$ cat src/rtl/mem_stage_control.sv
// Memory-stage controller: owns the shared memory port for loads/stores, fills the MDR and hands instructions to IR4.
// Optional store-to-load forwarding from the last completed store is enabled by defining MEMCTL_STLD_FWD_EN.
module mem_stage_control #(
  parameter int unsigned     DW       = 8,
  parameter int unsigned     AW       = 8,
  parameter int unsigned     OPW      = 4,
  parameter logic [OPW-1:0]  LOAD_OP  = 4'b0000,
  parameter logic [OPW-1:0]  STORE_OP = 4'b0001,
  parameter int unsigned     MEM_LAT  = 1
) (
  input  logic           clock,
  input  logic           reset,
  input  logic           ir3_valid,
  output logic           ir3_ready,
  input  logic [OPW-1:0] ir3_opcode,
  input  logic [AW-1:0]  addr_in,
  input  logic [DW-1:0]  store_data,
  input  logic [DW-1:0]  mem_rdata,
  output logic [AW-1:0]  mem_addr,
  output logic [DW-1:0]  mem_wdata,
  output logic           mem_read,
  output logic           mem_write,
  output logic           mem_busy,
  output logic [DW-1:0]  mdr,
  output logic           ir4_load,
  output logic [OPW-1:0] ir4_opcode
);

  typedef enum logic [1:0] {IDLE, RD, WR} state_t;

  state_t         state, state_nxt;
  logic [3:0]     cnt, cnt_nxt;
  logic [AW-1:0]  addr_nxt;
  logic [DW-1:0]  wdata_nxt, mdr_nxt;
  logic           read_nxt, write_nxt, busy_nxt, ir4_load_nxt;
  logic [OPW-1:0] ir4_opcode_nxt;

`ifdef MEMCTL_STLD_FWD_EN
  logic           fwd_valid, fwd_valid_nxt;
  logic [AW-1:0]  fwd_addr, fwd_addr_nxt;
  logic [DW-1:0]  fwd_data, fwd_data_nxt;
  logic           fwd_hit;
  assign fwd_hit = fwd_valid && (addr_in == fwd_addr);
`endif

  assign ir3_ready = (state == IDLE);

  always_ff @(posedge clock) begin
    if (reset) begin
      state      <= IDLE;
      cnt        <= '0;
      mem_addr   <= '0;
      mem_wdata  <= '0;
      mem_read   <= 1'b0;
      mem_write  <= 1'b0;
      mem_busy   <= 1'b0;
      mdr        <= '0;
      ir4_load   <= 1'b0;
      ir4_opcode <= '0;
`ifdef MEMCTL_STLD_FWD_EN
      fwd_valid  <= 1'b0;
      fwd_addr   <= '0;
      fwd_data   <= '0;
`endif
    end else begin
      state      <= state_nxt;
      cnt        <= cnt_nxt;
      mem_addr   <= addr_nxt;
      mem_wdata  <= wdata_nxt;
      mem_read   <= read_nxt;
      mem_write  <= write_nxt;
      mem_busy   <= busy_nxt;
      mdr        <= mdr_nxt;
      ir4_load   <= ir4_load_nxt;
      ir4_opcode <= ir4_opcode_nxt;
`ifdef MEMCTL_STLD_FWD_EN
      fwd_valid  <= fwd_valid_nxt;
      fwd_addr   <= fwd_addr_nxt;
      fwd_data   <= fwd_data_nxt;
`endif
    end
  end

  always_comb begin
    state_nxt      = state;
    cnt_nxt        = cnt;
    addr_nxt       = mem_addr;
    wdata_nxt      = mem_wdata;
    read_nxt       = mem_read;
    write_nxt      = mem_write;
    busy_nxt       = mem_busy;
    mdr_nxt        = mdr;
    ir4_load_nxt   = 1'b0;
    ir4_opcode_nxt = ir4_opcode;
`ifdef MEMCTL_STLD_FWD_EN
    fwd_valid_nxt  = fwd_valid;
    fwd_addr_nxt   = fwd_addr;
    fwd_data_nxt   = fwd_data;
`endif
    case (state)
      IDLE: begin
        if (ir3_valid) begin
          if (ir3_opcode == LOAD_OP) begin
`ifdef MEMCTL_STLD_FWD_EN
            if (fwd_hit) begin
              mdr_nxt        = fwd_data;
              ir4_load_nxt   = 1'b1;
              ir4_opcode_nxt = LOAD_OP;
            end else begin
`else
            begin
`endif
              state_nxt = RD;
              addr_nxt  = addr_in;
              read_nxt  = 1'b1;
              busy_nxt  = 1'b1;
              cnt_nxt   = 4'(MEM_LAT - 1);
            end
          end else if (ir3_opcode == STORE_OP) begin
            state_nxt = WR;
            addr_nxt  = addr_in;
            wdata_nxt = store_data;
            write_nxt = 1'b1;
            busy_nxt  = 1'b1;
          end else begin
            ir4_load_nxt   = 1'b1;
            ir4_opcode_nxt = ir3_opcode;
          end
        end
      end
      // cnt counts the remaining port cycles; read data is captured on the edge ending the last one
      RD: begin
        if (cnt != 4'd0) begin
          cnt_nxt = cnt - 4'd1;
        end else begin
          mdr_nxt        = mem_rdata;
          read_nxt       = 1'b0;
          busy_nxt       = 1'b0;
          ir4_load_nxt   = 1'b1;
          ir4_opcode_nxt = LOAD_OP;
          state_nxt      = IDLE;
        end
      end
      WR: begin
        write_nxt      = 1'b0;
        busy_nxt       = 1'b0;
        ir4_load_nxt   = 1'b1;
        ir4_opcode_nxt = STORE_OP;
        state_nxt      = IDLE;
`ifdef MEMCTL_STLD_FWD_EN
        fwd_valid_nxt  = 1'b1;
        fwd_addr_nxt   = mem_addr;
        fwd_data_nxt   = mem_wdata;
`endif
      end
      default: state_nxt = IDLE;
    endcase
  end

endmodule

$ cat config.mk
export PLATFORM = sky130hd
export DESIGN_NAME = mem_stage_control
export DESIGN_NICKNAME = d
export VERILOG_FILES = /design/src/rtl/mem_stage_control.sv
export SDC_FILE = /design/constraint.sdc
export NUM_CORES = 1
export LEC_CHECK = 0
export BUFFER_PORTS_ARGS = -buffer_cell sky130_fd_sc_hd__buf_4
export CAP_MARGIN = 20
export CORE_ASPECT_RATIO = 1.75
export CORE_MARGIN = 10
export CORE_UTILIZATION = 51
export CTS_CLUSTER_DIAMETER = 60
export DETAILED_ROUTE_END_ITERATION = 6
export GPL_TIMING_DRIVEN = 0
export PLACE_DENSITY = 0.82
export SETUP_SLACK_MARGIN = 0.05
export SLEW_MARGIN = 40
export SYNTH_ARGS = -nofsm -noshare
export SYNTH_HDL_FRONTEND = slang
export SYNTH_SLANG_ARGS = --single-unit
$ cat constraint.sdc
create_clock -name clock -period 3.5 [get_ports clock]
set_clock_uncertainty 0.1 [all_clocks]
set_input_delay 0.175 -clock clock [delete_from_list [all_inputs] [get_ports clock]]
set_output_delay 0.175 -clock clock [all_outputs]
set_load 0.01 [all_outputs]
==> results of run 1 <==
==> worst max-delay path: cells and delay by family, from the launching register on <==
family / cells / cell delay [ns]
adders and majority gates: 1 / 0.22
AOI/OAI and AO/OA: 2 / 0.73
and+or+nand+nor: 2 / 0.31
DFF: 1 / 0.39
buffers and inverters: 2 / 0.30
==> synthesized netlist by cell type <==
cell type,instances,share of area [%]
nor2_1,1,0.23
inv_1,5,1.1
clkbuf_1,7,1.6
or3_1,3,1.1
or4_1,2,0.92
or3b_4,1,0.69
a21o_1,1,0.46
or3b_1,1,0.53
dfxtp_1,38,46
nand4_1,1,0.38
nand2_1,45,10
nand3b_1,4,1.8
nor2b_1,6,2.3
and4b_1,1,0.61
and2_1,1,0.38
o21ai_0,6,1.8
nand2b_1,3,1.1
nor3_2,1,0.61
buf_2,3,0.92
a31oi_1,3,1.1
a2111oi_4,1,1.7
mux2i_1,1,0.61
a221oi_1,1,0.53
nand3_1,10,3.1
o31ai_1,1,0.46
o21a_1,1,0.46
a211oi_1,2,0.92
and3_1,1,0.38
and2b_2,1,0.53
a21oi_1,36,11
nor4b_2,1,0.92
nor3_1,1,0.31
ha_1,6,4.6
==> cells in the final DEF (no fill, tap or decap), types with 2 or more instances in the layout <==
cell	synthesis	final
buf_4	0	62
nand2_1	45	45
dfxtp_1	38	38
a21oi_1	36	36
nand3_1	10	10
clkbuf_1	7	7
nor2b_1	6	6
o21ai_0	6	6
ha_1	6	6
clkbuf_8	0	6
inv_1	5	5
nand3b_1	4	4
buf_2	3	3
a31oi_1	3	3
or3_1	3	3
nand2b_1	3	3
or4_1	2	2
a211oi_1	2	2
==> per-layer routing <==
layer | wire (um) | share of wire, % | GRT usage, % | up-vias
li1 | - | - | - | 813
met1 | 1620 | 37 | 14.8 | 729
met2 | 2420 | 55 | 25.9 | 36
met3 | 284 | 6.4 | 5.81 | 8
met4 | 86 | 1.9 | 8.43 | 0
met5 | 0 | 0 | 0 | -
==> per-stage QoR <==
step | setup slack, ns | instances | total power (uW)
global route | 1.12 | 307 | 882
floorplan | 1.56 | 196 | 506
detailed placement | 1.38 | 301 | 564
CTS | 1.35 | 307 | 855
global placement | 1.42 | 301 | 562
finish | 1.36 | 307 | 845
==> cells by family (layout without fill, tap and decap cells) <==
kind of cell | Yosys count | after routing
AOI/OAI and AO/OA | 52 | 52
and+or+nand+nor | 84 | 84
adders and majority gates | 6 | 6
muxes | 1 | 1
DFF | 38 | 38
buffers and inverters | 15 | 83
==> path summary, 6_finish.rpt <==
kind                                      end  slack [ns]  cells past startpoint
worst max-delay path            ir4_opcode[0]        1.36                      7
worst min-delay path                   mdr[7]        0.02                      3
worst min register to register    mem_addr[3]        0.35                      2
worst max register to register  ir4_opcode[0]        1.36                      7
==> cell type report <==
cell class,instances,area [sq um]
Fill cell,277,867
Clock buffer,6,82.6
Inverter,5,18.8
Tap cell,43,53.8
Buffer,10,41.3
Timing Repair Buffer,62,465
Sequential cell,38,761
Multi-Input combinational cell,143,818
==> flip-flops by register name, summed over array words and instances (netlist names) <==
name,cells
mem_wdata,8
ir4_load,1
mdr,8
mem_read,1
cnt,4
mem_addr,8
state,2
ir4_opcode,4
mem_write,1
mem_busy,1
==> where the power goes <==
group / total (uW) / internal, uW / switching (uW)
clock: 292 / 152 / 140
sequential: 450 / 444 / 6.24
combinational: 103 / 52.8 / 50.1
==> results.py, run 1 <==
metrics = {
    "drt": {
        "drcViolationCount": 0,
        "first_pass_iters": 4,
        "wl_per_cell_um": 14.4,
        "dr.first_iter.drc_count": 54,
        "vias": 1586,
        "via_per_inst": 5.17,
        "drtAntennaViolNets": 0,
        "wl_mm": 4.41,
    },
    "grt": {
        "groute.usage.overall_pct": 14.9,
        "antenna_found_initial": 0,
        "grt_max_degree": 11,
        "grt_pass1_vias": 1476,
        "grt_overflow": 0,
        "grt_pass1_wl_mm": 7.16,
    },
    "die": {
        "die-area_sq_um": 5970,
        "die_x_um": 62.9,
        "ios": 64,
        "initial_core_util_pct": 52.7,
        "fp-row-count": 27,
        "die_y_um": 95.0,
        "core_area_sq_um": 3110,
    },
    "final_layout": {
        "area.growth.synth_to_final_pct": 36.7,
        "post-route-util_pct": 72.1,
        "layout-drive-gt1-share_pct": 28.8,
        "fin_area_sq_um": 2240,
        "layout.nets": 302,
        "diodes": 0,
    },
    "sta": {
        "max_freq_ghz": 0.467,
        "slew_headroom_pct": 63.7,
        "hold_violations": 0,
        "setup_viol": 0,
        "timing.final.max_slew_violations": 0,
        "timing.final.crit_share_pct": 61.2,
        "min_period_ns": 2.14,
        "whs_ns": 0.0245,
        "worstMarginPinSlew_ns": 0.545,
        "rsz0062_at_grt": "false",
        "fin_setup_tns_ns": 0,
    },
    "outcome": {
        "status": "finished clean",
    },
    "setup_path": {
        "crit_fanout": 10,
        "critPathKind": "register to register",
        "slowest_delay_ns": 0.52,
        "cpMaxStageDelayCell": "a2111oi_4",
        "arrival_ns": 2.25,
        "critical_path_required_ns": 3.61,
        "path_cells": "inv_1 -> ha_1 -> clkbuf_1 -> nor4b_2 -> a2111oi_4 -> nor2_1 -> a211oi_1",
        "cp-start-kind": "register",
        "startpoint": "state[0]",
        "critPathCaptureType": "register",
        "rr_startpoint": "state[0]",
    },
    "cts": {
        "post_cts_buffers": 0,
        "clkSinkCount": 38,
        "numCtsBuffers": 5,
        "clockBufferDepth": 2,
        "cts_hold_buf": 0,
        "tritoncts": "built",
        "path_clk_slew_ns": 0.07,
        "clock_latency_ns": 0.29,
        "cts_resized": 0,
        "cts_htree_levels": 2,
        "cts_root_buf": "clkbuf_8",
    },
    "synthesis": {
        "synth_nets": 233,
        "yosysUniqueCellTypes": 33,
        "synth-seq-cells": 38,
        "synth.area.mux_share_pct": 0.611,
        "ys_seq_area_share_pct": 46.4,
        "synth_compound_area_share_pct": 18.5,
        "syn_area_sq_um": 1640,
        "synth_fa_ha_area_share_pct": 4.58,
        "synth_top_family_by_area": "simple AND/OR/NAND/NOR gates",
        "synth-simple-area-share_pct": 26.3,
        "netlist_instances": 196,
        "syn_area_per_cell_sq_um": 8.36,
        "synth-xor-area-share_pct": 0,
        "yosys_warnings": 0,
    },
    "worst_hold_path": {
        "hold_class": "input port to register",
        "hp-start": "mem_rdata[7]",
    },
    "power_and_ir_drop": {
        "vdd_drop_max_uv": 330,
        "power.density_nw_per_um2": 377,
        "leakagePower_uw": 0.000908,
    },
    "placed_design": {
        "hpwlAfterDp_mm": 3.42,
        "portBuffers": 62,
        "routabilityCongestion": 0.839,
        "placed_area_sq_um": 2160,
    },
    "flow_run": {
        "drv_cap": 0,
    },
}
Note: power is estimated with default switching activity, not from simulation.
==> run 2, diff against run 1 <==
--- a/config.mk
+++ b/config.mk
@@ -9,11 +9,11 @@
 export CAP_MARGIN = 20
 export CORE_ASPECT_RATIO = 1.75
 export CORE_MARGIN = 10
-export CORE_UTILIZATION = 51
+export CORE_UTILIZATION = 48
 export CTS_CLUSTER_DIAMETER = 60
 export DETAILED_ROUTE_END_ITERATION = 6
 export GPL_TIMING_DRIVEN = 0
-export PLACE_DENSITY = 0.82
+export PLACE_DENSITY = 0.78
 export SETUP_SLACK_MARGIN = 0.05
 export SLEW_MARGIN = 40
 export SYNTH_ARGS = -nofsm -noshare
==> constraint.sdc (replaced) <==
create_clock -name clock -period 2.05 [get_ports clock]
set_clock_uncertainty 0.1 [all_clocks]
set_input_delay 0.1025 -clock clock [delete_from_list [all_inputs] [get_ports clock]]
set_output_delay 0.1025 -clock clock [all_outputs]
set_load 0.01 [all_outputs]
==> run 2 against run 1 <==
Effect of this change:
- wire length is 19% higher
- count of clock-buffer cells in the layout grew 1
- critical endpoint is now mem_busy
- non-clock buffer count is 25 higher
- sequential cell count unchanged
- maximum frequency increased by 9.9%
- via count is 7.9% higher
- combinational power is 120% higher
- sequential share of layout area decreased by 3.7 points
- clock power grew 63%
- final cell count up 9.4%
==> results.py, run 2 (synthesis gave the netlist of run 1 again) <==
metrics = {
    "final_layout": {
        "post-route-util_pct": 75.7,
        "fin_area_sq_um": 2520,
        "largestRegisters": "mdr x8, mem_addr x8, mem_wdata x8",
        "multi_input_area_sq_um": 838,
        "final_cell_mix": "buf_4, nand2_1, dfxtp_1",
        "layout-drive-gt1-share_pct": 28.6,
        "layout.cells.most_common": "buf_4",
        "area.growth.synth_to_final_pct": 53.7,
        "ff_latch_area_sq_um": 762,
        "fillers": 239,
        "layout.nets": 327,
    },
    "placed_design": {
        "dp_slack_ns": -0.0308,
        "placed_area_sq_um": 2160,
        "routabilityCongestion": 0.818,
        "hpwlAfterDp_mm": 3.54,
        "portBuffers": 62,
    },
    "worst_hold_path": {
        "hold_depth": 3,
        "hold_class": "input port to register",
        "hp-start": "ir3_opcode[2]",
        "holdPathEnd": "ir4_opcode[2]",
    },
    "grt": {
        "grt_pass1_wl_mm": 8.41,
        "groute.usage.overall_pct": 16.5,
        "grt_pass1_vias": 1751,
        "grt_overflow": 0,
        "grt_max_degree": 13,
        "antenna_found_initial": 1,
    },
    "setup_path": {
        "crit_fanout": 4,
        "ff2ff_setup_slack_ns": 0.10,
        "critPathKind": "register to register",
        "critPathCaptureType": "register",
        "critical_path_required_ns": 2.17,
        "reg2reg_depth": 6,
        "cp-start-kind": "register",
        "reg2reg_to": "mem_busy",
        "arrival_ns": 2.07,
        "rr_startpoint": "cnt[0]",
    },
    "power_and_ir_drop": {
        "total_power_uw": 1470,
        "vdd_drop_max_uv": 524,
        "clock_power_share_pct": 32.3,
        "pwr-share-comb_pct": 15.4,
        "p_int_uw": 1120,
        "netSwitchingFraction_pct": 24.1,
        "leakagePower_uw": 0.00102,
        "p_switching_uw": 355,
        "power.density_nw_per_um2": 585,
        "power_frac_seq_pct": 52.2,
    },
    "drt": {
        "via_per_inst": 5.10,
        "drtAntennaViolNets": 0,
        "dr.first_iter.drc_count": 62,
        "drcViolationCount": 0,
        "wl_mm": 5.23,
        "first_pass_iters": 4,
        "wl_per_cell_um": 15.6,
        "vias": 1712,
    },
    "sta": {
        "hold_violations": 0,
        "slew_headroom_pct": 63.6,
        "min_period_ns": 1.95,
        "timing.final.crit_share_pct": 95.1,
        "setup_slack_ns": 0.100,
        "fin_setup_tns_ns": 0,
        "worstMarginPinSlew_ns": 0.547,
        "max_freq_ghz": 0.513,
        "rsz0062_at_grt": "false",
        "setup_viol": 0,
        "timing.final.max_slew_violations": 0,
    },
    "cts": {
        "cts_htree_levels": 2,
        "clkSinkCount": 38,
        "tritoncts": "built",
        "path_clk_slew_ns": 0.07,
        "clockBufferDepth": 2,
        "clock_latency_ns": 0.28,
        "cts_root_buf": "clkbuf_8",
        "numCtsBuffers": 5,
    },
    "die": {
        "core_area_sq_um": 3330,
        "die_y_um": 97.3,
        "initial_core_util_pct": 49.2,
        "ios": 64,
        "die-area_sq_um": 6240,
        "fp-row-count": 28,
        "die_x_um": 64.2,
    },
    "flow_run": {
        "drv_cap": 0,
    },
    "outcome": {
        "status": "finished clean",
    },
}
[run 2: cell types whose count changed in the layout (fill, tap and decap cells not counted), sizes merged]
cell | before | now
buf | 65 | 67
diode | 0 | 1
dlygate4sd3 | 0 | 24
[run 2: worst max-delay path, cell delays in order, from the launching register on]
cell	delay (ns)
dfxtp_2	0.33
inv_1	0.08
ha_2	0.18
or3b_4	0.41
a21o_1	0.18
or4_1	0.48
a21oi_2	0.12
[run 2: power groups by stage]
stage / logic [uW] / clock network [uW] / registers (uW)
detailed placement: 178 / 0 / 785
global placement: 176 / 0 / 785
global route: 246 / 513 / 770
CTS: 220 / 483 / 768
finish: 227 / 476 / 769
floorplan: 71.0 / 0 / 794
[run 2: worst max path at each step]
stage	startpoint	depth (start not counted)	slack, ns	end
CTS	cnt[0]	7	0.07	ir4_opcode[0]
finish	cnt[0]	6	0.10	mem_busy
detailed placement	state[0]	7	-0.03	mem_busy
global placement	state[0]	7	-0.02	ir4_opcode[0]
global route	state[1]	7	0.04	cnt[0]
floorplan	state[0]	7	0.11	mem_busy
[run 2: repair_timing]
| action | in CTS | in global routing |
|---|---|---|
| endpoints found under the hold margin | 24 | 0 |
| buffers inserted | 2 | 1 |
| cloned | 0 | 0 |
| hold buffers | 24 | 0 |
| endpoints found under the setup margin | 7 | 18 |
| pin swaps | 2 | 3 |
| gates resized for setup | 0 | 7 |
[run 2: layout make-up]
| cell class | instances | area share (%) |
|---|---|---|
| Timing Repair Buffer | 89 | 28.9 |
| Tap cell | 45 | 2.24 |
| Antenna cell | 1 | 0.0994 |
| Buffer | 8 | 1.44 |
| Sequential cell | 38 | 30.3 |
| Clock buffer | 7 | 3.03 |
| Multi-Input combinational cell | 143 | 33.3 |
| Inverter | 5 | 0.745 |
[run 2: stage by stage]
step                instances  hold WS (ns)
floorplan                 196         0.138
global placement          303         0.252
detailed placement        303         0.257
CTS                       334        0.0132
global route              336        0.0382
finish                    336        0.0247
[run 2: per-layer routing]
| layer | vias to the layer above | wire length [um] | track usage (%) | share of wire (%) |
|---|---|---|---|---|
| li1 | 861 | - | - | - |
| met1 | 786 | 1950 | 16.4 | 37 |
| met2 | 53 | 2850 | 30.1 | 54 |
| met3 | 12 | 271 | 4.16 | 5.2 |
| met4 | 0 | 170 | 8.28 | 3.2 |
| met5 | - | 0 | 0 | 0 |
